`src/rtl/seg_scan_ctrl.sv`:
```
// Time-multiplexed scan controller for common-anode seven-segment digits sharing one decoder.
// Walks the digit enables with guard blanking and commits new display values only at frame wrap.
module seg_scan_ctrl #(
  parameter int NUM_DIGITS   = 4,
  parameter int DWELL_CYCLES = 50000,
  parameter int BLANK_CYCLES = 500,
  parameter bit LZB_EN       = 1'b1
) (
  input  logic                    clk,
  input  logic                    rst_n,
  input  logic                    upd_valid,
  input  logic [4*NUM_DIGITS-1:0] upd_data,
  output logic                    upd_ready,
  input  logic                    blank_all,
  output logic [3:0]              dec_in,
  output logic [NUM_DIGITS-1:0]   dig_sel_n,
  output logic                    frame_done
);

  localparam int MAXC = (DWELL_CYCLES > BLANK_CYCLES) ? DWELL_CYCLES : BLANK_CYCLES;
  localparam int CW   = $clog2(MAXC + 1);
  localparam int IW   = $clog2(NUM_DIGITS);

  localparam logic [CW-1:0] DWELL_LAST = CW'(DWELL_CYCLES - 1);
  localparam logic [CW-1:0] BLANK_LAST = CW'((BLANK_CYCLES > 0) ? BLANK_CYCLES - 1 : 0);
  localparam logic [IW-1:0] IDX_LAST   = IW'(NUM_DIGITS - 1);

  typedef enum logic {
    BLANK,
    SHOW
  } state_t;

  state_t                  state, state_nxt;
  logic [IW-1:0]           idx, idx_nxt;
  logic [CW-1:0]           cnt, cnt_nxt;
  logic                    wrap;
  logic                    pending;
  logic                    transfer;
  logic [4*NUM_DIGITS-1:0] active, active_nxt;
  logic [4*NUM_DIGITS-1:0] shadow;
  logic [4*NUM_DIGITS-1:0] shown;
  logic [3:0]              dec_nxt;
  logic [NUM_DIGITS-1:0]   sel_nxt;

  assign upd_ready = !pending;
  assign transfer  = upd_valid && !pending;

  always_comb begin
    state_nxt = state;
    idx_nxt   = idx;
    cnt_nxt   = cnt + 1'b1;
    wrap      = 1'b0;
    case (state)
      BLANK: begin
        if (BLANK_CYCLES == 0 || cnt == BLANK_LAST) begin
          state_nxt = SHOW;
          cnt_nxt   = '0;
        end
      end
      SHOW: begin
        if (cnt == DWELL_LAST) begin
          cnt_nxt   = '0;
          wrap      = (idx == IDX_LAST);
          idx_nxt   = wrap ? '0 : idx + 1'b1;
          state_nxt = (BLANK_CYCLES == 0) ? SHOW : BLANK;
        end
      end
      default: state_nxt = BLANK;
    endcase
  end

  // Outputs are derived from next-state values so they change on the edge that enters a state,
  // and a commit on the wrap edge is already visible when digit 0 lights.
  always_comb begin
    active_nxt = (wrap && pending) ? shadow : active;
    shown      = active_nxt;
    for (int k = 1; k < NUM_DIGITS; k++) begin
      if (LZB_EN && ((active_nxt >> (4 * k)) == '0)) begin
        shown[4*k +: 4] = 4'hF;
      end
    end
    dec_nxt = 4'hF;
    sel_nxt = '1;
    if (state_nxt == SHOW && !blank_all) begin
      for (int k = 0; k < NUM_DIGITS; k++) begin
        if (idx_nxt == IW'(k)) begin
          dec_nxt    = shown[4*k +: 4];
          sel_nxt[k] = 1'b0;
        end
      end
    end
  end

  always_ff @(posedge clk or negedge rst_n) begin
    if (!rst_n) begin
      state      <= BLANK;
      idx        <= '0;
      cnt        <= '0;
      active     <= '1;
      shadow     <= '0;
      pending    <= 1'b0;
      dec_in     <= 4'hF;
      dig_sel_n  <= '1;
      frame_done <= 1'b0;
    end else begin
      state      <= state_nxt;
      idx        <= idx_nxt;
      cnt        <= cnt_nxt;
      active     <= active_nxt;
      dec_in     <= dec_nxt;
      dig_sel_n  <= sel_nxt;
      frame_done <= wrap;
      // Commit and transfer are mutually exclusive because transfer needs pending low.
      if (wrap && pending) begin
        pending <= 1'b0;
      end else if (transfer) begin
        shadow  <= upd_data;
        pending <= 1'b1;
      end
    end
  end

endmodule
```
`config.mk`:
```
export PLATFORM = sky130hd
export DESIGN_NAME = seg_scan_ctrl
export DESIGN_NICKNAME = d
export VERILOG_FILES = /design/src/rtl/seg_scan_ctrl.sv
export SDC_FILE = /design/constraint.sdc
export NUM_CORES = 1
export LEC_CHECK = 0
export CAP_MARGIN = 10
export CELL_PAD_IN_SITES_DETAIL_PLACEMENT = 1
export CELL_PAD_IN_SITES_GLOBAL_PLACEMENT = 2
export CORE_UTILIZATION = 37
export DETAILED_ROUTE_END_ITERATION = 7
export PLACE_DENSITY_LB_ADDON = 0.1
export SETUP_SLACK_MARGIN = 0.2
export SYNTH_ARGS = -nofsm -noshare
export SYNTH_HDL_FRONTEND = slang
export SYNTH_SLANG_ARGS = --single-unit
```
`constraint.sdc`:
```
create_clock -name clk -period 2.99 [get_ports clk]
set_input_delay 0.299 -clock clk [delete_from_list [all_inputs] [get_ports clk]]
set_output_delay 0.299 -clock clk [all_outputs]
set_load 0.02 [all_outputs]
```
==> impl_results.rst <==
.. list-table::
   :header-rows: 1

   * - Metric
     - Value
   * - Required time of the critical path
     - 3.24 ns
   * - # nets final
     - roughly 340
   * - Setup slack of the most critical reg-to-reg path
     - 0.38 ns
   * - Final-report max-slew violation count
     - 0
   * - Combinational family with the most area after synthesis
     - simple AND/OR/NAND/NOR gates
   * - Number of nets produced by synthesis
     - ~300
   * - Fraction of layout instances using a drive strength above 1
     - 22.81%
   * - P_leak
     - ~1.5 nW
   * - CTS root buffer
     - sky130_fd_sc_hd__clkbuf_8
   * - Max Root-Sink Buffers
     - 2
   * - Power density cells
     - 493.4 mW/mm²
   * - Data arrival at the endpoint of the critical path
     - around 2.9 ns
   * - Worst voltage drop across the vdd grid
     - roughly 0.00033 V
   * - Number of global-route vias before repair
     - between 2k and 2.5k
   * - DRT Pass-1 Iters
     - 4
   * - Cell type with the largest total area after synthesis
     - sky130_fd_sc_hd__dfrtp_1
   * - Synth top area share
     - 32.15%
   * - Synth async-reset ratio
     - 100.0%
   * - Post-synthesis xor/xnor area fraction
     - 4.257%
   * - DRT Wirelength
     - roughly 6700 µm
   * - Fraction of the mapped netlist area in simple logic gates
     - 24.07%
   * - Via count
     - 2131
   * - Leading cell types by total area after synthesis
     - sky130_fd_sc_hd__dfrtp_1, sky130_fd_sc_hd__dfstp_2, sky130_fd_sc_hd__nand2_1
   * - Flip-flop and latch count after synthesis
     - 61
   * - Fmax
     - 0.3838 GHz
   * - Overflow left after global routing
     - 0
   * - Max-capacitance violation count
     - 0
   * - Critical path start-end classification
     - reg2reg
   * - H-tree levels
     - 3
   * - Class of the tightest hold or removal check
     - in2async
   * - DRC violation count after routing
     - 0
   * - Clk slew on worst S/H paths
     - 0.07 ns
   * - Worst Setup Start Kind
     - register
   * - Total of buffers placed on input and output ports
     - 29
   * - Detailed placer's ending HPWL
     - around 4900 µm
   * - Antenna violations before repair
     - 0
   * - Area used by multi-input combinational logic
     - between 0.001 and 0.0015 mm²
   * - Setup Skew
     - between 0.006 and 0.007 ns
   * - Ratio of final minimum period to clock period
     - between 80% and 90%
   * - Number of inserted diodes
     - 0
   * - Number of violations reported at the end of detailed-routing iteration 0
     - 96
   * - Gp weighted congestion
     - between 0.7 and 0.8
   * - Total core area
     - between 0.007 and 0.008 mm²
   * - Vertical extent of the die
     - between 90 and 100 µm
   * - YS warnings
     - 0
   * - Area after DPL
     - roughly 0.0033 mm²
   * - Kind of capture point of the worst setup path
     - register
   * - Total design power
     - 1.743 mW
   * - Synthesized area
     - 0.002880 mm²
   * - Average vias per placed instance
     - a little over 5
   * - Full die area
     - roughly 0.0081 mm²
   * - Terminus of the critical flop-to-flop path
     - dec_in[1]
   * - Part of the Yosys area used for sequential elements
     - between 50% and 60%
   * - Setup TNS
     - 0 ns
   * - Post-synthesis compound-gate area fraction
     - under 10%
   * - Multiplexer area fraction after synthesis
     - 8.905%
   * - Number of CTS-inserted buffers
     - 9
   * - Util after Layout
     - 47.93%
   * - Final setup violating endpoints
     - 0
   * - Reg2Reg Launch Point
     - cnt[8]
   * - Status
     - complete, no violations
   * - Setup repair after global routing missed its margin
     - false
   * - I/O pin count
     - 30
   * - Number of filler instances in the final layout
     - 836
   * - Final hold violations
     - 0
   * - Insertion delay to the later sink of the worst-skew pair
     - between 0.3 and 0.4 ns
   * - Largest net degree at the start of global routing
     - 48
   * - Number of synthesized flops with an enable pin
     - 0
   * - Highest-count cells in the layout ignoring fill and taps
     - sky130_fd_sc_hd__nand2_1, sky130_fd_sc_hd__dfrtp_1, sky130_fd_sc_hd__clkdlybuf4s50_1
   * - Detail Route Antenna Nets
     - 0
   * - Post-synth top flop
     - sky130_fd_sc_hd__dfrtp_1
   * - Slew @ Worst Pin
     - approximately 1.0 ns
   * - Netlist cell types
     - 45
   * - Register cell area after layout
     - ~0.0016 mm²
   * - Most frequent standard cell in the layout excluding fill and tap cells
     - sky130_fd_sc_hd__nand2_1
   * - Average detailed-routed wire length per instance
     - roughly 16 µm
   * - Clock tree from TritonCTS
     - yes
   * - Area growth, synth to finish
     - 22.63%
   * - Cell count after synthesis
     - around 270
   * - Row count
     - 31
   * - Worst max-slew margin expressed relative to the limit
     - between 30% and 40%
   * - Worst-case reg-to-reg path depth
     - 7
   * - Global-route wire length before repair
     - roughly 12000 µm
   * - TritonCTS sink count
     - around 60
   * - Cell area after layout
     - between 0.003 and 0.004 mm²
   * - Crit Path Max Fanout
     - 9
   * - Overall global routing resource usage
     - roughly a fifth
   * - Initial core utilization
     - 39.08%
   * - Syn Area/Cell
     - around 11 µm²
   * - Hold-fix buffer count after cts
     - 0
   * - Adder and majority cell fraction of the synthesized area
     - less than 1%
   * - Minimum clock period
     - between 2 and 3 ns
   * - Horizontal die dimension
     - ~90 µm
[metal layers]
metal / track usage, % / wire, µm / up-vias / share of wire (%)
li1: - / - / 1036 / -
met4: 6.855 / 85 / 0 / 1.3
met2: 26.21 / 2939 / 35 / 44
met5: 0 / 0 / - / 0
met1: 26.36 / 3450 / 1053 / 52
met3: 6.345 / 214 / 7 / 3.2
[area by class of cell]
class / instances / area share (%)
multi-input combinational: 198 / 35.67
inverter: 7 / 0.7793
clock inverter: 4 / 2.055
timing repair buffer: 38 / 10.10
clock buffer: 12 / 3.826
sequential: 61 / 44.07
tap: 99 / 3.507
[how the worst max path moves through the flow]
| stage | from | to | slack [ns] | cells past startpoint |
|---|---|---|---|---|
| 2_1_floorplan | cnt[11] | dec_in[0] | 0.72 | 6 |
| 3_3_place_gp | cnt[10] | dec_in[1] | 0.50 | 7 |
| 3_5_place_dp | cnt[11] | dec_in[1] | 0.41 | 7 |
| 4_1_cts | cnt[11] | dec_in[1] | 0.39 | 7 |
| 5_1_grt | cnt[8] | dec_in[1] | 0.26 | 7 |
| 6_report | cnt[8] | dec_in[1] | 0.38 | 7 |
[power by group]
part	total (mW)	internal [mW]	switching, mW
registers	0.880	0.852	0.0273
clock network	0.786	0.469	0.317
logic	0.0776	0.0467	0.0309
total	1.74	1.37	0.375
[cells in the mapped netlist (all sizes together), types with 2 or more instances]
cell	instances
or4	2
buf	2
dfstp	24
nand2	56
and3	2
o21ai	2
xnor2	9
dfrtp	37
and2	4
a32oi	4
nand4	4
a21oi	2
o311ai	3
ha	2
a31oi	4
mux2i	5
nand3	10
nor2b	2
nor3b	3
inv	6
nor4	9
xor2	5
o31ai	3
nor2	27
clkbuf	6
nor3	3
or4bb	2
mux2	18
o2bb2ai	3
or3	9
[through the flow]
step | instances | hold WS [ns] | worst slack (ns)
floorplan | 274 | 0.003409 | 0.7155
global placement | 401 | 0.4496 | 0.5023
detailed placement | 401 | 0.4548 | 0.4112
CTS | 417 | 0.1757 | 0.3923
global route | 419 | 0.2222 | 0.2625
finish | 419 | 0.1398 | 0.3847
[what timing repair did]
item                                    in CTS  in global routing
buffers inserted                             0                  2
endpoints found under the setup margin       0                  1
gates resized for setup                      0                  2
[cells by family after synthesis]
kind of cell	after synthesis
compound gates	22
xor+xnor	14
fa+ha+maj	2
buf+inv	15
flops	61
mux	23
simple gates	137
[critical path, cell delays in order (launching register included)]
cell,delay [ns]
sky130_fd_sc_hd__dfrtp_1,0.46
sky130_fd_sc_hd__or4bb_1,0.61
sky130_fd_sc_hd__nor4_4,0.41
sky130_fd_sc_hd__buf_4,0.20
sky130_fd_sc_hd__mux2_4,0.34
sky130_fd_sc_hd__a31oi_1,0.19
sky130_fd_sc_hd__o2bb2ai_1,0.16
sky130_fd_sc_hd__a32oi_1,0.13
[sequential cells by signal, indices dropped and copies added, names as in the netlist]
| name | cells |
|---|---|
| dec_in | 4 |
| idx | 2 |
| cnt | 16 |
| state | 1 |
| pending | 1 |
| shadow | 16 |
| dig_sel_n | 4 |
| active | 16 |
| frame_done | 1 |
Power figures use the tool's default switching activity.
